### config.mk
export PLATFORM = sky130hd
export DESIGN_NAME = sdram_port_arb
export DESIGN_NICKNAME = d
export VERILOG_FILES = /design/src/rtl/sdram_port_arb.sv
export SDC_FILE = /design/constraint.sdc
export NUM_CORES = 1
export LEC_CHECK = 0
export ABC_AREA = 0
export ABC_CLOCK_PERIOD_IN_PS = 2300
export CAP_MARGIN = 30
export CORE_AREA = 2 2 117 119
export DETAILED_ROUTE_END_ITERATION = 16
export DIE_AREA = 0 0 119 121
export PLACE_DENSITY = 0.7
export SYNTH_ARGS = -nofsm -noshare
export SYNTH_HDL_FRONTEND = slang
export SYNTH_SLANG_ARGS = --single-unit
export TNS_END_PERCENT = 5
### constraint.sdc
create_clock -name sdram_clk -period 2.3 [get_ports sdram_clk]
set_clock_uncertainty 0.15 [all_clocks]
set_input_delay 0.575 -clock sdram_clk [delete_from_list [all_inputs] [get_ports sdram_clk]]
set_output_delay 0.575 -clock sdram_clk [all_outputs]
set_load 0.03 [all_outputs]
### src/rtl/sdram_port_arb.sv
// Burst-granular N-channel arbiter in front of sdram_ctl's single host port.
// A small tag FIFO remembers which channel issued each read burst so returned data can be steered back.
module sdram_port_arb #(
   parameter int N_CH      = 4,
   parameter int DW        = 16,
   parameter int BURST_LEN = 8,
   parameter int TAG_DEPTH = 4,
   parameter int PRIO_MODE = 0,
   localparam int IDW      = $clog2(N_CH)
) (
   input  logic               sdram_clk,
   input  logic               sdram_rst_,
   input  logic               sd_init_done,
   input  logic [N_CH-1:0]    ch_req,
   input  logic [N_CH-1:0]    ch_we,
   input  logic [N_CH*32-1:0] ch_addr,
   input  logic [N_CH*DW-1:0] ch_wdata,
   output logic [N_CH-1:0]    ch_valid,
   output logic [N_CH-1:0]    ch_rd_rdy,
   output logic [DW-1:0]      ch_rdata,
   output logic [IDW-1:0]     gnt_id,
   output logic               gnt_busy,
   output logic               err_orphan,
   output logic [31:0]        sys_addr,
   output logic               sys_rd,
   output logic               sys_wr,
   output logic [DW-1:0]      sys_wdata,
   input  logic [DW-1:0]      sys_rdata,
   input  logic               sys_rd_rdy,
   input  logic               sys_burst_rdy
);

   localparam int CW = $clog2(BURST_LEN) + 1;
   localparam int TW = $clog2(TAG_DEPTH);

   typedef enum logic [1:0] {IDLE, BURST, GAP} state_t;

   state_t         state, state_nxt;
   logic [CW-1:0]  bcnt, rcnt;
   logic           rd_lock;
   logic [IDW-1:0] rr_ptr;
   logic [IDW-1:0] tag_mem [TAG_DEPTH];
   logic [TW:0]    wr_ptr, rd_ptr;
   logic           tag_empty, tag_full;
   logic [N_CH-1:0] eligible;
   logic           win_found;
   logic [IDW-1:0] win_id;
   int             idx;
   logic           accept, push, pop, ret_beat, last_beat, burst_end, grant;

   assign tag_empty = (wr_ptr == rd_ptr);
   assign tag_full  = (wr_ptr == {~rd_ptr[TW], rd_ptr[TW-1:0]});
   assign eligible  = ch_req & (ch_we | {N_CH{~tag_full}});
   assign gnt_busy  = (state == BURST);
   assign ch_rdata  = sys_rdata;

   // Round-robin walks from the channel after the last winner; fixed priority walks from ch0.
   always_comb begin
      win_found = 1'b0;
      win_id    = '0;
      idx       = 0;
      for (int k = 0; k < N_CH; k++) begin
         if (PRIO_MODE == 1) begin
            idx = k;
         end else begin
            idx = int'(rr_ptr) + 1 + k;
            if (idx >= N_CH) idx = idx - N_CH;
         end
         if (!win_found && eligible[idx]) begin
            win_found = 1'b1;
            win_id    = idx[IDW-1:0];
         end
      end
   end

   assign grant = (state == IDLE) && sd_init_done && win_found;

   always_comb begin
      sys_addr  = '0;
      sys_wdata = '0;
      sys_rd    = 1'b0;
      sys_wr    = 1'b0;
      ch_valid  = '0;
      accept    = 1'b0;
      if (state == BURST) begin
         sys_addr  = ch_addr[32*gnt_id +: 32];
         sys_wdata = ch_wdata[DW*gnt_id +: DW];
         sys_wr    = ch_req[gnt_id] & ch_we[gnt_id];
         sys_rd    = rd_lock | (ch_req[gnt_id] & ~ch_we[gnt_id]);
         accept    = (sys_rd | sys_wr) & sys_burst_rdy;
         ch_valid[gnt_id] = accept;
      end
   end

   // Once a read has started it is locked until the full burst is accepted; writes may stop early.
   assign push      = accept & sys_rd & ~rd_lock;
   assign last_beat = accept && (bcnt == CW'(BURST_LEN - 1));
   assign burst_end = last_beat | (~rd_lock & ~ch_req[gnt_id]);

   always_comb begin
      state_nxt = state;
      case (state)
         IDLE:    if (grant) state_nxt = BURST;
         BURST:   if (burst_end) state_nxt = GAP;
         GAP:     state_nxt = IDLE;
         default: state_nxt = IDLE;
      endcase
   end

   always_ff @(posedge sdram_clk or negedge sdram_rst_) begin
      if (!sdram_rst_) begin
         state   <= IDLE;
         gnt_id  <= '0;
         rr_ptr  <= IDW'(N_CH - 1);
         bcnt    <= '0;
         rd_lock <= 1'b0;
      end else begin
         state <= state_nxt;
         if (grant) begin
            gnt_id <= win_id;
            rr_ptr <= win_id;
         end
         if (state == BURST) begin
            if (burst_end) begin
               bcnt    <= '0;
               rd_lock <= 1'b0;
            end else begin
               if (accept) bcnt <= bcnt + 1'b1;
               if (push) rd_lock <= 1'b1;
            end
         end
      end
   end

   // Return path: the FIFO head owns incoming read data until a full burst has come back.
   assign ret_beat = sys_rd_rdy & ~tag_empty;
   assign pop      = ret_beat && (rcnt == CW'(BURST_LEN - 1));

   always_comb begin
      ch_rd_rdy = '0;
      ch_rd_rdy[tag_mem[rd_ptr[TW-1:0]]] = ret_beat;
   end

   always_ff @(posedge sdram_clk) begin
      if (push) tag_mem[wr_ptr[TW-1:0]] <= gnt_id;
   end

   always_ff @(posedge sdram_clk or negedge sdram_rst_) begin
      if (!sdram_rst_) begin
         wr_ptr     <= '0;
         rd_ptr     <= '0;
         rcnt       <= '0;
         err_orphan <= 1'b0;
      end else begin
         if (push) wr_ptr <= wr_ptr + 1'b1;
         if (pop) rd_ptr <= rd_ptr + 1'b1;
         if (ret_beat) rcnt <= pop ? '0 : rcnt + 1'b1;
         if (sys_rd_rdy && tag_empty) err_orphan <= 1'b1;
      end
   end

endmodule

# Word-level counts from Yosys, hierarchy flattened
# Memory sizes are Yosys's and may differ from the RTL's.
# Cells that the tools add are included.
# word_totals
mem_count	1
regBits	22
in_bits	221
latch_bits	0
ram_bits	8
rom_bits	0
# op_classes
bitwise	20
n_shift	2
n_lt_le_gt_ge	12
mul	0
div	0
reduce_logical	19
mux	48
addsub	12
n_eq_ne	7
# mem_list
memory	words	width	rd	rd_ports_with_merged_regs	write_ports	line	text
tag_mem	4	2	1	0	1	42	logic [IDW-1:0] tag_mem [TAG_DEPTH];
# op_table
op	count
2-to-1 mux 32 bit	5
< comparator 32 x 4 -> 1 bit, second input constant	4
indexed part select 128 x 8 -> 32 bit	1
>= comparator 32 x 4 -> 1 bit, second input constant	3
subtractor 32 x 4 -> 32 bit, second input constant	3
indexed part select 64 x 7 -> 16 bit	1
adder 32 x 2 -> 32 bit, second input constant	1
adder 32 x 3 -> 32 bit, second input constant	1
2-to-1 mux 1 bit	23
2-to-1 mux 16 bit	1
2-to-1 mux 4 bit	4
bitwise AND 4 bit	3
binary-select mux 1 bit (select 2 bit)	6
2-to-1 mux 2 bit	6
logical AND 1 bit	10
adder 4 x 1 -> 4 bit, second input constant	2
equality test 4 x 3 -> 1 bit, second input constant	2
bitwise AND 1 bit	7
adder 3 x 1 -> 3 bit, second input constant	2
equality test 3 bit	2
< comparator 2 x 3 -> 1 bit, second input constant	2
inverter 1 bit	6
AND reduction 2 bit	3
subtractor 4 x 3 -> 5 bit, second input constant	1
14 further kinds	21

# Logic depth before layout (Yosys ltp)
# Gate-level depths: netlist of run 1.
# depth
depth_word	21
depth_mapped	6
ltp_nobuf	6

# Least setup slack after synthesis of run 1
# OpenSTA, ideal clock, no wires.
# synth_path
path_type	flip-flop to output port
from	register gnt_id[0]
to	output ch_valid[2]
slack_ns	-0.766
arrival_time_ns	2.341
stages_incl_launch_ff	5
path_cell_list	dfrtp_1 clkbuf_1 mux4_2 nor2_2 nor4b_1
# synth_between
elab_chain_len	9
elab_cells_between_ends	17
# synth_rtl
item	line	text
start, declared	21	output logic [IDW-1:0] gnt_id,
start signal, assigned	120	gnt_id <= win_id;
binary-select mux 1 bit (select 2 bit)	88, 89	
2-to-1 mux 1 bit (not written as such)	88, 89	
inverter 1 bit	89	sys_rd = rd_lock | (ch_req[gnt_id] & ~ch_we[gnt_id]);
bitwise AND 1 bit	89	
bitwise OR 1 bit	89	
bitwise OR 1 bit	90	accept = (sys_rd | sys_wr) & sys_burst_rdy;
bitwise AND 1 bit	90	
bitwise AND 4 bit (no source line) *	-	
2-to-1 mux 4 bit *	85	if (state == BURST) begin
end, declared	18	output logic [N_CH-1:0] ch_valid,
# Mark *: on every way between the ends. The rest lies on a longest branch, timed or not. The select of a mux whose other input is x is not followed.

# Worst setup path after layout of run 1
# layout_path
from	input ch_addr[80]
to	output sys_addr[16]
# layout_between
elab_chain_len	2
# layout_rtl
item	line	text
start, declared	16	input logic [N_CH*32-1:0] ch_addr,
indexed part select 128 x 8 -> 32 bit	86	sys_addr = ch_addr[32*gnt_id +: 32];
2-to-1 mux 32 bit	85	
end, declared	24	output logic [31:0] sys_addr,
# Every way passes these cells.

==> results of run 1 <==
## timing repair
action / CTS / global route
endpoints found under the setup margin: 71 / 68
resized for setup: 105 / 19
gates cloned: 2 / 0
pin swaps: 5 / 5
buffers inserted: 7 / 0
## metal layers
| metal | vias to the layer above | share of wire | wire [microns] |
|---|---|---|---|
| met5 | - | 0 | 0 |
| met4 | 0 | 0.015 | 216 |
| met2 | 189 | 0.54 | 7542 |
| li1 | 1621 | - | - |
| met1 | 1701 | 0.37 | 5144 |
| met3 | 20 | 0.078 | 1092 |
## power by group
group / switching (mW) / total [mW] / internal (mW)
clock: 0.238 / 0.632 / 0.394
sequential: 0.231 / 1.00 / 0.769
combinational: 3.39 / 7.25 / 3.86
## metrics by stage
step	power, mW	setup TNS (ns)	hold WS (ns)	util
floorplan	4.801	-7.732	0.1294	-
global placement	7.133	-18.06	0.2911	0.4872
detailed placement	7.228	-19.64	0.3017	0.4872
CTS	8.894	-16.33	0.3114	0.5284
global route	9.397	-17.31	0.3302	0.5289
finish	8.882	-14.16	0.3071	0.5289
## cell usage after synthesis (all sizes together) (2+ instances only)
library cell,instances
dfstp,2
nor2,7
inv,6
a21oi,3
nand2b,3
nand2,20
dfrtp,20
ha,7
and2,53
and3,3
or4,2
mux4,52
a21o,5
buf,22
nor3,8
xor2,5
nand4,2
o41ai,4
clkbuf,11
o21ai,9
nor2b,2
edfxtp,8
xnor2,4
## flip-flops by register name (all words and copies together) (netlist names)
register / flops
bcnt: 4
err_orphan: 1
gnt_id: 2
rcnt: 4
rd_lock: 1
rd_ptr: 3
rr_ptr: 2
state: 2
tag_mem: 8
wr_ptr: 3
## worst max-delay path: stages
cell,delay (ns)
clkdlybuf4s50_1,0.47
mux4_2,0.49
and2_4,0.18
buf_4,0.16
## cell families after synthesis
logic type / after synthesis
multiplexers: 53
AND/OR/NAND/NOR: 106
AO/OA/AOI/OAI: 31
buffers and inverters: 39
XOR/XNOR: 9
flip-flops: 30
adder cells (fa/ha/maj): 7
## final cells by class
cell class,count,area (sq um),share of cell area
clock buffer,5,125.1,0.01808
clock inverter,3,16.27,0.002350
inverter,6,22.52,0.003254
multi-input combinational,206,2484,0.3589
sequential,30,798.3,0.1153
tap,176,220.2,0.03182
timing repair buffer,314,3254,0.4703
## how the worst min path moves through the flow
| stage | start | end | cells past startpoint |
|---|---|---|---|
| 6_report | err_orphan$_DFFE_PN0P_ | err_orphan$_DFFE_PN0P_ | 1 |
| 5_1_grt | err_orphan$_DFFE_PN0P_ | err_orphan$_DFFE_PN0P_ | 1 |
| 4_1_cts | err_orphan$_DFFE_PN0P_ | err_orphan$_DFFE_PN0P_ | 1 |
| 3_5_place_dp | err_orphan$_DFFE_PN0P_ | err_orphan$_DFFE_PN0P_ | 1 |
| 3_3_place_gp | err_orphan$_DFFE_PN0P_ | err_orphan$_DFFE_PN0P_ | 1 |
| 2_1_floorplan | sdram_rst_ | bcnt[0]$_DFFE_PN0P_ | 0 |
==> flow_summary.json, run 1 <==
{
  "finalNonFillerCells": 740,
  "leakage_nw": 2.797,
  "tightestPinTransition_ns": 0.4521,
  "firstDrtPassIters": 4,
  "antenna_found_initial": 0,
  "vias_per_cell": 4.772,
  "final-hold-violation-count": 0,
  "synth-simple-area-share": 0.1858,
  "start_util": 0.2526,
  "min_path_type": "flip-flop to flip-flop",
  "htreeDepth": 2,
  "setup.worst_path.start": "ch_addr[80]",
  "setup_viol": 58,
  "routed_wl_microns": 14000,
  "min_period_ns": 2.604,
  "synth.area.top_cells": "mux4_2, dfrtp_1, and2_1",
  "cp_max_fo": 1,
  "remaining_drc_errors": 0,
  "mostFrequentLayoutCells": "clkdlybuf4s50_1, mux4_2, buf_6, buf_4, and2_4",
  "ios": 299,
  "maxSlewViolCount": 0,
  "final_layout_size_suffix_gt1_frac": 0.4291,
  "cts_made_buffers": 5,
  "grt_pass1_vias": 3961,
  "synth_compound_area_frac": 0.08478,
  "drt-initial-drc-count": 241,
  "dp.cells": 724,
  "fmax_ghz": 0.3840,
  "power.density_nw_per_um2": 1283,
  "routedWlPerCell_microns": 18.91,
  "finalInstanceArea_sq_um": 6920,
  "numPortBuffers": 266,
  "crit_end": "sys_addr[16]",
  "r2r_end": "tag_mem[0][0]$_DFFE_PP_",
  "ff2ff_path_depth": 9,
  "placed_area_sq_um": 6375,
  "vias": 3531,
  "n_fill_cell": 1146,
  "die_w_microns": 119,
  "clock-root-buffer": "clkbuf_16",
  "synth-seq-cells": 30,
  "cts_sinks": 30,
  "violations": "setup timing",
  "startpoint_type": "primary input",
  "yosysSeqAreaShare": 0.2400,
  "yosys_warnings": 0,
  "crit_arrival_ns": 1.88,
  "overflow": 0,
  "async_reset_ff_frac": 0.7333,
  "status": "finished with violations",
  "syn-instance-count": 275,
  "synthFlopType": "dfrtp_1",
  "dp_hpwl_microns": 11490,
  "postCtsHoldBufs": 0,
  "die_area_sq_um": 14400,
  "crit_type": "primary input to output pin",
  "fin_crit_sh": 1.132,
  "ir_drop_mv": 0.5971,
  "synth.mux.area_fraction": 0.3600,
  "maxCapViolations": 0,
  "clock_path_buffers": 2,
  "rrSetupSlack_ns": 0.08,
  "cts_tree": "yes",
  "crit_path_end_kind": "output pin",
  "synth_top_area_share": 0.3407,
  "fp.dieH_microns": 121,
  "n_antenna_cell": 0,
  "area_growth_pct": 109.3,
  "yosysTopAreaCell": "mux4_2",
  "clock_latency_ns": 0.27,
  "required_ns": 1.57,
  "grt_usage": 0.1932,
  "mappedNetlistArea_sq_um": 3306,
  "synth_edf_count": 8,
  "grtUsageMet1": 0.2314,
  "rsz0062_at_grt": "true",
  "coreArea_sq_um": 13090,
  "grt_use_met3": 0.04229,
  "clkTransAtPathRegs_ns": 0.05,
  "grt_pass1_wl_microns": 21790,
  "grt_max_degree": 32,
  "gp_congestion": 0.9081,
  "avgSynthCellArea_sq_um": 12.02,
  "ys_types": 50,
  "synthAdderAreaFrac": 0.02650,
  "final_common_cell": "clkdlybuf4s50_1",
  "place_ws_ns": -0.7043,
  "std_cell_rows": 42,
  "reg2reg_from": "gnt_id[0]$_DFFE_PN0P_",
  "grtUsageMet2": 0.3567,
  "nNetsFinal": 791,
  "max_slew_margin": 0.6971,
  "layout_setup_ws_ns": -0.3044,
  "grt_busiest_layer": "met2",
  "synth_top_family_by_area": "multiplexers",
  "synth_xor_xnor_area_share": 0.03747,
  "drt.antenna.violating_nets": 0,
  "synth_nets": 503
}
No activity file was read; power rests on OpenSTA's default activity.
==> inputs of run 2 (changes only) <==
--- a/config.mk
+++ b/config.mk
@@ -12,6 +12,7 @@
 export DETAILED_ROUTE_END_ITERATION = 16
 export DIE_AREA = 0 0 119 121
 export PLACE_DENSITY = 0.7
+export SKIP_LAST_GASP = 1
 export SYNTH_ARGS = -nofsm -noshare
 export SYNTH_HDL_FRONTEND = slang
 export SYNTH_SLANG_ARGS = --single-unit
==> constraint.sdc (replaced) <==
create_clock -name sdram_clk -period 2.3 [get_ports sdram_clk]
set_clock_uncertainty 0.15 [all_clocks]
set_input_delay 0.23 -clock sdram_clk [delete_from_list [all_inputs] [get_ports sdram_clk]]
set_output_delay 0.23 -clock sdram_clk [all_outputs]
set_load 0.03 [all_outputs]
==> run 2 against run 1 <==
The run now ends clean. Non-clock buffer count down 33. Maximum frequency up 15%. Largest cell class unchanged. Highest routed layer unchanged. Critical path depth fell by 1.
==> flow_summary.json, run 2 (synthesis results as in run 1) <==
{
  "tightestPinTransition_ns": 0.4918,
  "gp_congestion": 0.8649,
  "coreArea_sq_um": 13090,
  "min_path_type": "primary input to async pin",
  "std_cell_rows": 42,
  "area_growth_pct": 92.66,
  "cts_tree": "yes",
  "clock_latency_ns": 0.27,
  "finish.utilization": 0.4867,
  "reg2reg_from": "rd_ptr[1]$_DFFE_PN0P_",
  "fp.dieH_microns": 121,
  "clock_path_buffers": 2,
  "cp_max_fo": 5,
  "postCtsHoldBufs": 0,
  "antenna_found_initial": 3,
  "final_layout_size_suffix_gt1_frac": 0.2957,
  "fmax_ghz": 0.4410,
  "crit_type": "flip-flop to output pin",
  "fin_crit_sh": 0.9858,
  "n_fill_cell": 1189,
  "grt_pass1_vias": 3621,
  "min_period_ns": 2.267,
  "whs_ns": 0.1606,
  "grt_max_degree": 52,
  "maxCapViolations": 0,
  "grt_usage": 0.1990,
  "maxSlewViolCount": 0,
  "overflow": 0,
  "dp_hpwl_microns": 12770,
  "remaining_drc_errors": 0,
  "numPortBuffers": 266,
  "tns_ns": 0,
  "setup_viol": 0,
  "clock-root-buffer": "clkbuf_16",
  "rsz0062_at_grt": "true",
  "drt.antenna.violating_nets": 0,
  "crit_arrival_ns": 1.89,
  "drt-initial-drc-count": 189,
  "die_area_sq_um": 14400,
  "power.density_nw_per_um2": 1216,
  "nNetsFinal": 758,
  "final-hold-violation-count": 0,
  "ios": 299,
  "vias": 3388,
  "htreeDepth": 2,
  "firstDrtPassIters": 4,
  "vias_per_cell": 4.772,
  "largest_reg_flops": 8,
  "routed_wl_microns": 14690,
  "leakage_nw": 2.496,
  "start_util": 0.2526,
  "crit_path_end_kind": "output pin",
  "die_w_microns": 119,
  "rrSetupSlack_ns": 0.05,
  "final_common_cell": "clkdlybuf4s50_1",
  "required_ns": 1.92,
  "routedWlPerCell_microns": 20.69,
  "status": "finished, final reports clean",
  "startpoint_type": "flip-flop",
  "grt_pass1_wl_microns": 21450,
  "cts_made_buffers": 5,
  "ir_drop_mv": 0.5426,
  "clkTransAtPathRegs_ns": 0.05,
  "r2r_end": "gnt_id[0]$_DFFE_PN0P_",
  "ff2ff_path_depth": 6,
  "max_slew_margin": 0.6679,
  "mostFrequentLayoutCells": "clkdlybuf4s50_1, buf_4, and2_1, mux4_2, nand2_1",
  "cts_sinks": 30
}
-- run 2: changes by cell type in the layout (fill, tap and decap cells not counted), moves of 2 or more --
cell / before / now
and3_1: 1 / 3
nor2_1: 3 / 5
and3_4: 2 / 0
diode_2: 0 / 3
clkbuf_2: 3 / 0
buf_6: 46 / 0
nor2_4: 2 / 0
buf_4: 45 / 56
clkdlybuf4s15_1: 5 / 0
clkdlybuf4s50_1: 197 / 207
and2_4: 40 / 0
buf_12: 16 / 18
and2_1: 13 / 53
-- run 2: power breakdown --
part,switching [mW],internal (mW)
Clock,0.217,0.428
Sequential,0.241,0.772
Combinational,3.09,2.99
Total,3.55,4.19
-- run 2: stage by stage --
| stage | power, mW | instance area (sq um) | setup slack, ns | std cells |
|---|---|---|---|---|
| floorplan | 4.708 | 3318 | -0.1293 | 275 |
| global route | 8.206 | 6369 | -0.07447 | 710 |
| detailed placement | 7.091 | 6172 | -0.006485 | 695 |
| finish | 7.741 | 6369 | 0.03262 | 710 |
| CTS | 7.791 | 6340 | -0.08958 | 705 |
| global placement | 7.024 | 6172 | 0.03820 | 695 |
-- run 2: repair_timing --
action	CTS	global route
gates cloned	0	0
pin swaps	0	2
gates resized for setup	1	3
setup buffers	2	2
setup endpoints to repair	50	18
-- run 2: area by class of cell --
type / count / area (sq um) / share of cell area
Timing Repair Buffer: 281 / 2853 / 0.4479
Multi-Input combinational cell: 206 / 2318 / 0.3640
Sequential cell: 30 / 799.5 / 0.1255
Tap cell: 176 / 220.2 / 0.03458
Clock buffer: 7 / 142.6 / 0.02240
Inverter: 6 / 22.52 / 0.003536
Antenna cell: 3 / 7.507 / 0.001179
Clock inverter: 1 / 5.005 / 0.0007859
-- run 2: metal layers --
layer	up-vias	GRT usage	share of wire	wire (microns)
met5	-	0	0	0
met4	0	0.08036	0.030	446
met3	25	0.08506	0.12	1715
met2	164	0.3333	0.51	7447
met1	1635	0.2234	0.35	5082
li1	1564	-	-	-
-- run 2: worst max path at each step --
stage                     startpoint                      end  slack, ns  cells past startpoint
2_1_floorplan  gnt_id[0]$_DFFE_PN0P_              sys_addr[0]      -0.13                      4
3_3_place_gp                ch_we[2]  tag_mem[3][1]$_DFFE_PP_       0.04                      5
3_5_place_dp                ch_we[3]  tag_mem[3][0]$_DFFE_PP_     -0.006                      5
4_1_cts        rd_ptr[0]$_DFFE_PN0P_             ch_rd_rdy[0]      -0.09                      3
5_1_grt        rd_ptr[1]$_DFFE_PN0P_    rr_ptr[0]$_DFFE_PN1P_      -0.07                      6
6_report       rd_ptr[0]$_DFFE_PN0P_             ch_rd_rdy[0]       0.03                      3
-- run 2: critical path: stages (launching register included) --
cell and delay, ns:
dfrtp_2 0.45, mux4_1 0.66, nor3_1 0.34, buf_12 0.17
==> inputs of run 3 (changes only) <==
--- a/config.mk
+++ b/config.mk
@@ -16,4 +16,3 @@
 export SYNTH_ARGS = -nofsm -noshare
 export SYNTH_HDL_FRONTEND = slang
 export SYNTH_SLANG_ARGS = --single-unit
-export TNS_END_PERCENT = 5
==> run 3 against run 2 <==
Global-route usage decreased by 1.4 points. Setup slack got worse by 0.018 ns. Non-clock buffer count increased by 6. Maximum frequency decreased by 0.80%. Wire length decreased by 4.3%. Critical endpoint is now sys_wdata[3]. Largest cell class unchanged. Highest routed layer unchanged.
==> flow_summary.json, run 3 (synthesis results as in run 1) <==
{
  "status": "finished, final reports clean",
  "final_common_cell": "clkdlybuf4s50_1",
  "leakage_nw": 2.540,
  "coreArea_sq_um": 13090,
  "cp_max_fo": 21,
  "std_cell_rows": 42,
  "routed_wl_microns": 14060,
  "die_area_sq_um": 14400,
  "grt_pass1_vias": 3765,
  "mostFrequentLayoutCells": "clkdlybuf4s50_1, buf_4, and2_1, mux4_2, nand2_1",
  "maxSlewViolCount": 0,
  "cts_sinks": 30,
  "ir_drop_mv": 0.5171,
  "power.density_nw_per_um2": 1217,
  "startpoint_type": "flip-flop",
  "cts_tree": "yes",
  "clock_path_buffers": 2,
  "cpMaxStageDelayCell": "mux4_2",
  "max_slew_margin": 0.6742,
  "gp_congestion": 0.9109,
  "postCtsHoldBufs": 0,
  "fin_crit_sh": 0.9937,
  "crit_chain": "clkbuf_16 -> mux4_2 -> and2_1 -> buf_4",
  "grt_usage": 0.1845,
  "dp_hpwl_microns": 11640,
  "htreeDepth": 2,
  "firstDrtPassIters": 4,
  "finalInstanceArea_sq_um": 6451,
  "clock_latency_ns": 0.27,
  "crit_path_end_kind": "output pin",
  "numPortBuffers": 266,
  "vias_per_cell": 4.783,
  "cpPeakStageDelay_ns": 0.52,
  "final-hold-violation-count": 0,
  "crit_type": "flip-flop to output pin",
  "vias": 3420,
  "clkTransAtPathRegs_ns": 0.05,
  "crit_arrival_ns": 1.91,
  "fp.dieH_microns": 121,
  "placed_area_sq_um": 6223,
  "tightestPinTransition_ns": 0.4824,
  "min_path_type": "primary input to async pin",
  "overflow": 0,
  "required_ns": 1.92,
  "rsz0062_at_grt": "true",
  "remaining_drc_errors": 0,
  "reg2reg_from": "rd_ptr[1]$_DFFE_PN0P_",
  "start_util": 0.2526,
  "final_layout_size_suffix_gt1_frac": 0.3073,
  "setup.worst_path.start": "gnt_id[0]$_DFFE_PN0P_",
  "finish.utilization": 0.4930,
  "ios": 299,
  "grt_max_degree": 59,
  "n_fill_cell": 1187,
  "largest_reg_flops": 8,
  "clock-root-buffer": "clkbuf_16",
  "antenna_found_initial": 1,
  "die_w_microns": 119,
  "routedWlPerCell_microns": 19.67,
  "cts_made_buffers": 5,
  "fmax_ghz": 0.4375,
  "min_period_ns": 2.286,
  "grt_pass1_wl_microns": 20500,
  "maxCapViolations": 0,
  "area_growth_pct": 95.16,
  "setup_viol": 0,
  "drt.antenna.violating_nets": 0,
  "drt-initial-drc-count": 210,
  "nNetsFinal": 764
}
run 3: what timing repair did:
action | CTS | global route
resized for setup | 7 | 4
buffers inserted | 0 | 2
pin swaps | 0 | 2
gates cloned | 0 | 1
endpoints found under the setup margin | 47 | 54
run 3: worst paths after layout:
kind / to / slack, ns / cells past startpoint
min in group sdram_clk: err_orphan$_DFFE_PN0P_ / 0.31 / 1
max in group asynchronous: rr_ptr[0]$_DFFE_PN1P_ / 1.32 / 2
hold reg to reg: err_orphan$_DFFE_PN0P_ / 0.31 / 1
setup / recovery: sys_wdata[3] / 0.01 / 4
hold / removal: wr_ptr[2]$_DFFE_PN0P_ / 0.11 / 1
setup reg to reg: gnt_id[0]$_DFFE_PN0P_ / 0.10 / 6
run 3: worst max-delay path: cells and delay by family, from the launching register on:
kind | cells | cell delay [ns]
flip-flops | 1 | 0.51
AND/OR/NAND/NOR | 1 | 0.17
buffers and inverters | 2 | 0.41
multiplexers | 1 | 0.52
run 3: metrics by stage:
step	worst slack [ns]	cells	setup TNS, ns	hold WS (ns)	total power [mW]
finish	0.01443	715	0	0.1140	7.853
CTS	-0.07097	711	-1.388	0.1329	7.823
detailed placement	0.002524	703	0	0.2985	7.135
global placement	0.01270	703	0	0.2989	7.036
global route	-0.04513	714	-0.9105	0.1444	8.290
floorplan	0.000001998	275	0	-0.2156	4.747
run 3: per-layer routing:
metal	routed length, microns	track usage
met3	1102	0.04323
met5	0	0
met2	7454	0.3362
met4	171	0.04241
met1	5334	0.2200
run 3: report_power, final:
group	internal, mW	switching (mW)
clock network	0.394	0.225
registers	0.772	0.274
logic	3.04	3.15
run 3: cell type report:
type / instances / area, sq um / share of cell area
Timing Repair Buffer: 287 / 2917 / 0.4521
Multi-Input combinational cell: 206 / 2346 / 0.3637
Sequential cell: 30 / 799.5 / 0.1239
Tap cell: 176 / 220.2 / 0.03413
Clock buffer: 5 / 125.1 / 0.01939
Inverter: 6 / 22.52 / 0.003491
Clock inverter: 3 / 16.27 / 0.002521
Antenna cell: 2 / 5.005 / 0.0007758
